**config.mk**
```make
export PLATFORM = sky130hd
export DESIGN_NAME = freelist_alloc
export DESIGN_NICKNAME = d
export VERILOG_FILES = /design/src/rtl/freelist_alloc.sv
export SDC_FILE = /design/constraint.sdc
export NUM_CORES = 1
export LEC_CHECK = 0
export CAP_MARGIN = 25
export CORE_ASPECT_RATIO = 2
export CORE_MARGIN = 5
export CORE_UTILIZATION = 53
export DETAILED_ROUTE_END_ITERATION = 12
export PLACE_DENSITY = 0.79
export SYNTH_ARGS = -nofsm -noshare
export SYNTH_HDL_FRONTEND = slang
export SYNTH_SLANG_ARGS = --single-unit
```
**constraint.sdc**
```tcl
create_clock -name i_clk -period 3.1 [get_ports i_clk]
set_clock_uncertainty 0.2 [all_clocks]
set_input_delay 0.62 -clock i_clk [delete_from_list [all_inputs] [get_ports i_clk]]
set_output_delay 0.62 -clock i_clk [all_outputs]
set_load 0.02 [all_outputs]
```
**src/rtl/freelist_alloc.sv**
```systemverilog
// Physical-register free list: SIZE-bit free bitmap, lowest-index allocate,
// one release per cycle, free count for rename stall control.
// Ports: i_clk, i_rst_n (async, active low), i_alloc_req -> o_alloc_vld/o_alloc_idx,
// i_rel_en/i_rel_idx release, i_flush reinit, o_free_cnt, o_empty, o_err.
// Option: define FREELIST_DBLFREE_CHK_EN to flag double/reserved releases on o_err.
module freelist_alloc #(
  parameter int SIZE     = 32,
  parameter int WIDTH    = 5,
  parameter int RESERVED = 1
) (
  input  logic             i_clk,
  input  logic             i_rst_n,
  input  logic             i_alloc_req,
  output logic             o_alloc_vld,
  output logic [WIDTH-1:0] o_alloc_idx,
  input  logic             i_rel_en,
  input  logic [WIDTH-1:0] i_rel_idx,
  input  logic             i_flush,
  output logic [WIDTH:0]   o_free_cnt,
  output logic             o_empty,
  output logic             o_err
);

  localparam logic [SIZE-1:0] LP_INIT = {SIZE{1'b1}} << RESERVED;
  localparam logic [WIDTH:0]  LP_CNT  = (WIDTH+1)'(SIZE - RESERVED);
  localparam logic [WIDTH:0]  LP_SIZE = (WIDTH+1)'(SIZE);
  localparam logic [WIDTH:0]  LP_RES  = (WIDTH+1)'(RESERVED);

  logic [SIZE-1:0]  r_map;
  logic [WIDTH:0]   r_cnt;

  logic             w_vld;
  logic [WIDTH-1:0] w_idx;
  logic             w_alloc_ok;
  logic             w_rel_low;
  logic             w_rel_inrange;
  logic             w_rel_bit;
  logic             w_rel_ok;
  logic [SIZE-1:0]  w_alloc_mask;
  logic [SIZE-1:0]  w_rel_mask;

  // Lowest set bit wins: scan downward so the last hit is the lowest.
  always_comb begin
    w_idx = '0;
    for (int i = SIZE - 1; i >= 0; i--) begin
      if (r_map[i]) w_idx = WIDTH'(i);
    end
  end

  assign w_vld      = |r_map;
  assign w_alloc_ok = i_alloc_req && w_vld;

  assign w_rel_low     = {1'b0, i_rel_idx} < LP_RES;
  assign w_rel_inrange = !w_rel_low && ({1'b0, i_rel_idx} < LP_SIZE);

  always_comb begin
    w_rel_bit = 1'b0;
    if (w_rel_inrange) w_rel_bit = r_map[i_rel_idx];
  end

  assign w_rel_ok = i_rel_en && w_rel_inrange && !w_rel_bit;

  assign w_alloc_mask = w_alloc_ok ? (SIZE'(1) << w_idx) : '0;
  assign w_rel_mask   = w_rel_ok ? (SIZE'(1) << i_rel_idx) : '0;

  always_ff @(posedge i_clk or negedge i_rst_n) begin
    if (!i_rst_n) begin
      r_map <= LP_INIT;
      r_cnt <= LP_CNT;
    end else if (i_flush) begin
      r_map <= LP_INIT;
      r_cnt <= LP_CNT;
    end else begin
      // Allocated bit is free, released bit is not: masks never overlap.
      r_map <= (r_map & ~w_alloc_mask) | w_rel_mask;
      r_cnt <= r_cnt + (WIDTH+1)'(w_rel_ok) - (WIDTH+1)'(w_alloc_ok);
    end
  end

`ifdef FREELIST_DBLFREE_CHK_EN
  logic r_err;

  always_ff @(posedge i_clk or negedge i_rst_n) begin
    if (!i_rst_n) begin
      r_err <= 1'b0;
    end else if (i_flush) begin
      r_err <= 1'b0;
    end else begin
      r_err <= i_rel_en && (w_rel_low || w_rel_bit);
    end
  end

  assign o_err = r_err;
`else
  assign o_err = 1'b0;
`endif

  assign o_alloc_vld = w_vld;
  assign o_alloc_idx = w_idx;
  assign o_free_cnt  = r_cnt;
  assign o_empty     = (r_cnt == '0);

endmodule
```
==> metrics.md <==
| Metric | Value |
|---|---|
| Yosys warns | 0 |
| Clk slew on worst S/H paths | 0.08 ns |
| Register area share after synthesis | 33.46% |
| H-tree depth | 2 |
| Syn nets | roughly 340 |
| Synth area leaders | dfstp_2 32%, mux4_2 4.5%, nor2_1 3.9% |
| CP endpoint kind | flop |
| Status | complete, but fails checks |
| Total number of vias | 3305 |
| Worst-Margin Slew | about 0.88 ns |
| Number of core rows | 38 |
| All-Layer GR Usage | 33.52% |
| Slew margin rel. | 41.23% |
| Gpl congestion | 1.034 |
| Die area | 0.007306 mm² |
| CTS buffer count | 5 |
| IO buf count | 22 |
| Pleak | 1.670 nW |
| CTS Root Cell | clkbuf_8 |
| Initial antenna violation count | 0 |
| Layout cells sized above 1 | 45.83% |
| Largest net degree at the start of global routing | 39 |
| CTS tree | built |
| Crit-path max FO | 7 |
| Final hold slack | 0.2464 ns |
| Netlist Area Pre-Place | approximately 0.003 mm² |
| # diodes | 0 |
| Async SR Flop Fraction | 100.0% |
| Setup TNS | -0.8526 ns |
| Crit start category | primary input |
| Fin nets | 450 |
| First-pass GRT wire length | 18510 µm |
| Final Max Tran Viols | 0 |
| NetSw | 528.7 µW |
| Routed len/inst | between 20 and 25 µm |
| RSZ-0062 raised after global routing | true |
| Final period util | 110.9% |
| Vias in the first global route | 3544 |
| Final Total Pwr | 1.576 mW |
| Syn avg cell area | between 9 and 10 µm² |
| Post-DP HPWL | 8632 µm |
| Distinct cell type count after synthesis | 66 |
| Area of the core | approximately 0.0055 mm² |
| Sw frac | 33.55% |
| Max clock buf depth | 2 |
| #FFs+latches synth | 38 |
| Ys flop type | dfstp_2 |
| Remaining antenna violation count after routing | 0 |
| Power per cell area | 373.8 mW/mm² |
| DRT iter0 DRCs | approximately 240 |
| Vias per Instance | 6.717 |
| Grt ovf | 0 |
| Drc violations | 0 |
| Crit path arrival time | 3.48 ns |
| Layout area overhead | 41.61% |
| Horiz. Die Dim | around 63 µm |
| Post-synth top area cell | dfstp_2 |
| Pint | 1.047 mW |
| Failing checks | negative setup slack |
| Count of non-filler cells in the finished layout | 492 |
| Fin. Hold Viols | 0 |
| CP required | 3.14 ns |
| Initial Utilization | about 54% |
| Placed cell area | 0.003849 mm² |
| WL final | 11800 µm |
| Setup-failing EPs final | 4 |
| Reg power frac | 36.2% |
| Cts hold-fix bufs | 0 |
| DRT Pass-1 Iters | 5 |
| Critical path class | primary input to flop |
| HP Class | primary input to async pin |
| Clk pwr share | approximately 28% |
| Setup ws final | -0.3379 ns |
| Minimum clock period after layout | 3.438 ns |
| Fmax | 290.9 MHz |
| Combinational Power Share | 36.1% |
| Dpl cells | around 480 |
| TritonCTS Sinks | 38 |
| Post-synth EDFFs | 0 |
| Yosys top cell area share | between 30% and 40% |
| Latest clock arrival within the worst-skew pair | just over 0.3 ns |
| Post-Syn Instances | between 300 and 400 |
| Peak VDD IR | roughly 0.00044 V |
| Final Instance Area | 0.004215 mm² |
| Chip Height | approximately 120 µm |
| I/O pins | 24 |
| MaxCap Viol Count | 0 |
## metrics by stage
step | util [%] | setup slack [ns]
after floorplan | - | -0.4950
after global placement | 70.39 | -0.9671
after detailed placement | 70.39 | -1.032
after CTS | 74.67 | -0.2986
after global routing | 77.09 | -0.4318
final | 77.09 | -0.3379
## cell usage in the layout, fill, tap and decap left out, types with 3 or more instances in the layout
cell / instances
o21ai_1: 4
or4_4: 3
o2111ai_1: 5
o21bai_1: 3
or3_1: 3
clkbuf_8: 5
a21oi_1: 19
ha_4: 3
a21oi_2: 5
nor3b_1: 3
inv_2: 5
nor2_1: 29
ha_1: 5
o21ai_0: 5
nand2_1: 16
mux2i_1: 5
a211oi_1: 7
and3_1: 6
dfstp_2: 36
a221o_1: 8
inv_1: 11
nor2b_1: 13
a21o_1: 3
nand2b_1: 5
a31oi_1: 8
clkbuf_2: 3
and2_1: 4
a41oi_1: 8
or2_2: 3
nor4_1: 5
nor3_1: 13
nor4_2: 3
buf_4: 91
buf_8: 3
mux4_2: 6
clkdlybuf4s50_1: 12
## path summary, 6_finish.rpt
path                            slack (ns)                       to  cells after the start           startpoint
max in group asynchronous             1.92  o_free_cnt[5]$_DFF_PN0_                      1              i_rst_n
worst min-delay path                  0.25       r_map[0]$_DFF_PN0_                      1              i_rst_n
worst max register to register       -0.30  o_free_cnt[4]$_DFF_PN1_                     14  r_map[18]$_DFF_PN1_
worst min register to register        0.37      r_map[13]$_DFF_PN1_                      2  r_map[13]$_DFF_PN1_
worst max-delay path                 -0.34  o_free_cnt[4]$_DFF_PN1_                     15         i_rel_idx[0]
min in group i_clk                    0.37      r_map[13]$_DFF_PN1_                      2  r_map[13]$_DFF_PN1_
## cell families after synthesis
| group | Yosys count | synth area share, % |
|---|---|---|
| muxes | 13 | 6.936 |
| xor gates and xnor gates | 3 | 0.8829 |
| and+or+nand+nor | 128 | 25.64 |
| adders and majority gates | 9 | 4.035 |
| other | 1 | 0.1260 |
| DFF | 38 | 33.46 |
| buffers and inverters | 33 | 5.002 |
| AOI/OAI and AO/OA | 98 | 23.92 |
## synthesized netlist by cell type, types with 3 or more instances
cell type,n
dfstp_2,36
nor2_1,31
a21oi_1,23
nand2_1,17
inv_1,15
nor2b_1,14
nor3_1,14
clkbuf_1,10
a221o_1,8
a31oi_1,8
a41oi_1,8
ha_1,8
a211oi_1,7
and3_1,6
mux2i_1,6
mux4_2,6
and2_1,5
nand2b_1,5
nor4_1,5
o2111ai_1,5
o21ai_0,5
nand3_1,4
o21ai_1,4
a2111oi_0,3
a21o_1,3
nor3b_1,3
nor4_2,3
o21bai_1,3
o31ai_1,3
or2_2,3
or3_1,3
or4_4,3
## power groups by stage
stage | Combinational (mW) | Clock, mW | Sequential (mW)
6_report | 0.569 | 0.436 | 0.570
5_1_grt | 0.609 | 0.459 | 0.578
4_1_cts | 0.514 | 0.436 | 0.570
3_5_place_dp | 0.460 | 0 | 0.577
3_3_place_gp | 0.439 | 0 | 0.577
2_1_floorplan | 0.252 | 0 | 0.602
## final cells by class
cell class / count / area (µm²)
Inverter: 16 / 60.06
Sequential cell: 38 / 996.0
Clock inverter: 3 / 40.04
Tap cell: 60 / 75.07
Timing Repair Buffer: 118 / 979.7
Fill cell: 384 / 1252
Clock buffer: 5 / 68.82
Multi-Input combinational cell: 252 / 1996
## state kept, by name, summed over array words and instances, names as in the netlist
register    count
r_map          32
o_free_cnt      6
## repair_timing
item,CTS,global route
gates cloned,1,0
pin swaps,15,21
resized for setup,36,37
setup buffers,4,7
endpoints found under the setup margin,12,11
## layer usage
| metal | vias up | track usage (%) | share of wire [%] |
|---|---|---|---|
| met2 | 214 | 58.60 | 51 |
| met5 | - | 0 | 0 |
| met3 | 88 | 8.438 | 7.6 |
| li1 | 1446 | - | - |
| met4 | 0 | 28.05 | 9.3 |
| met1 | 1557 | 32.26 | 32 |
## critical path, stage by stage
cell and delay, ns:
buf_12 0.10, mux4_2 0.50, mux4_2 0.51, nand2_2 0.11
nand3_4 0.08, ha_4 0.28, inv_2 0.04, ha_4 0.15
inv_2 0.06, fa_2 0.22, inv_2 0.04, a21oi_2 0.15
nor2_2 0.06, or3_1 0.39, a21o_1 0.17
(Power assumes the default switching activity.)
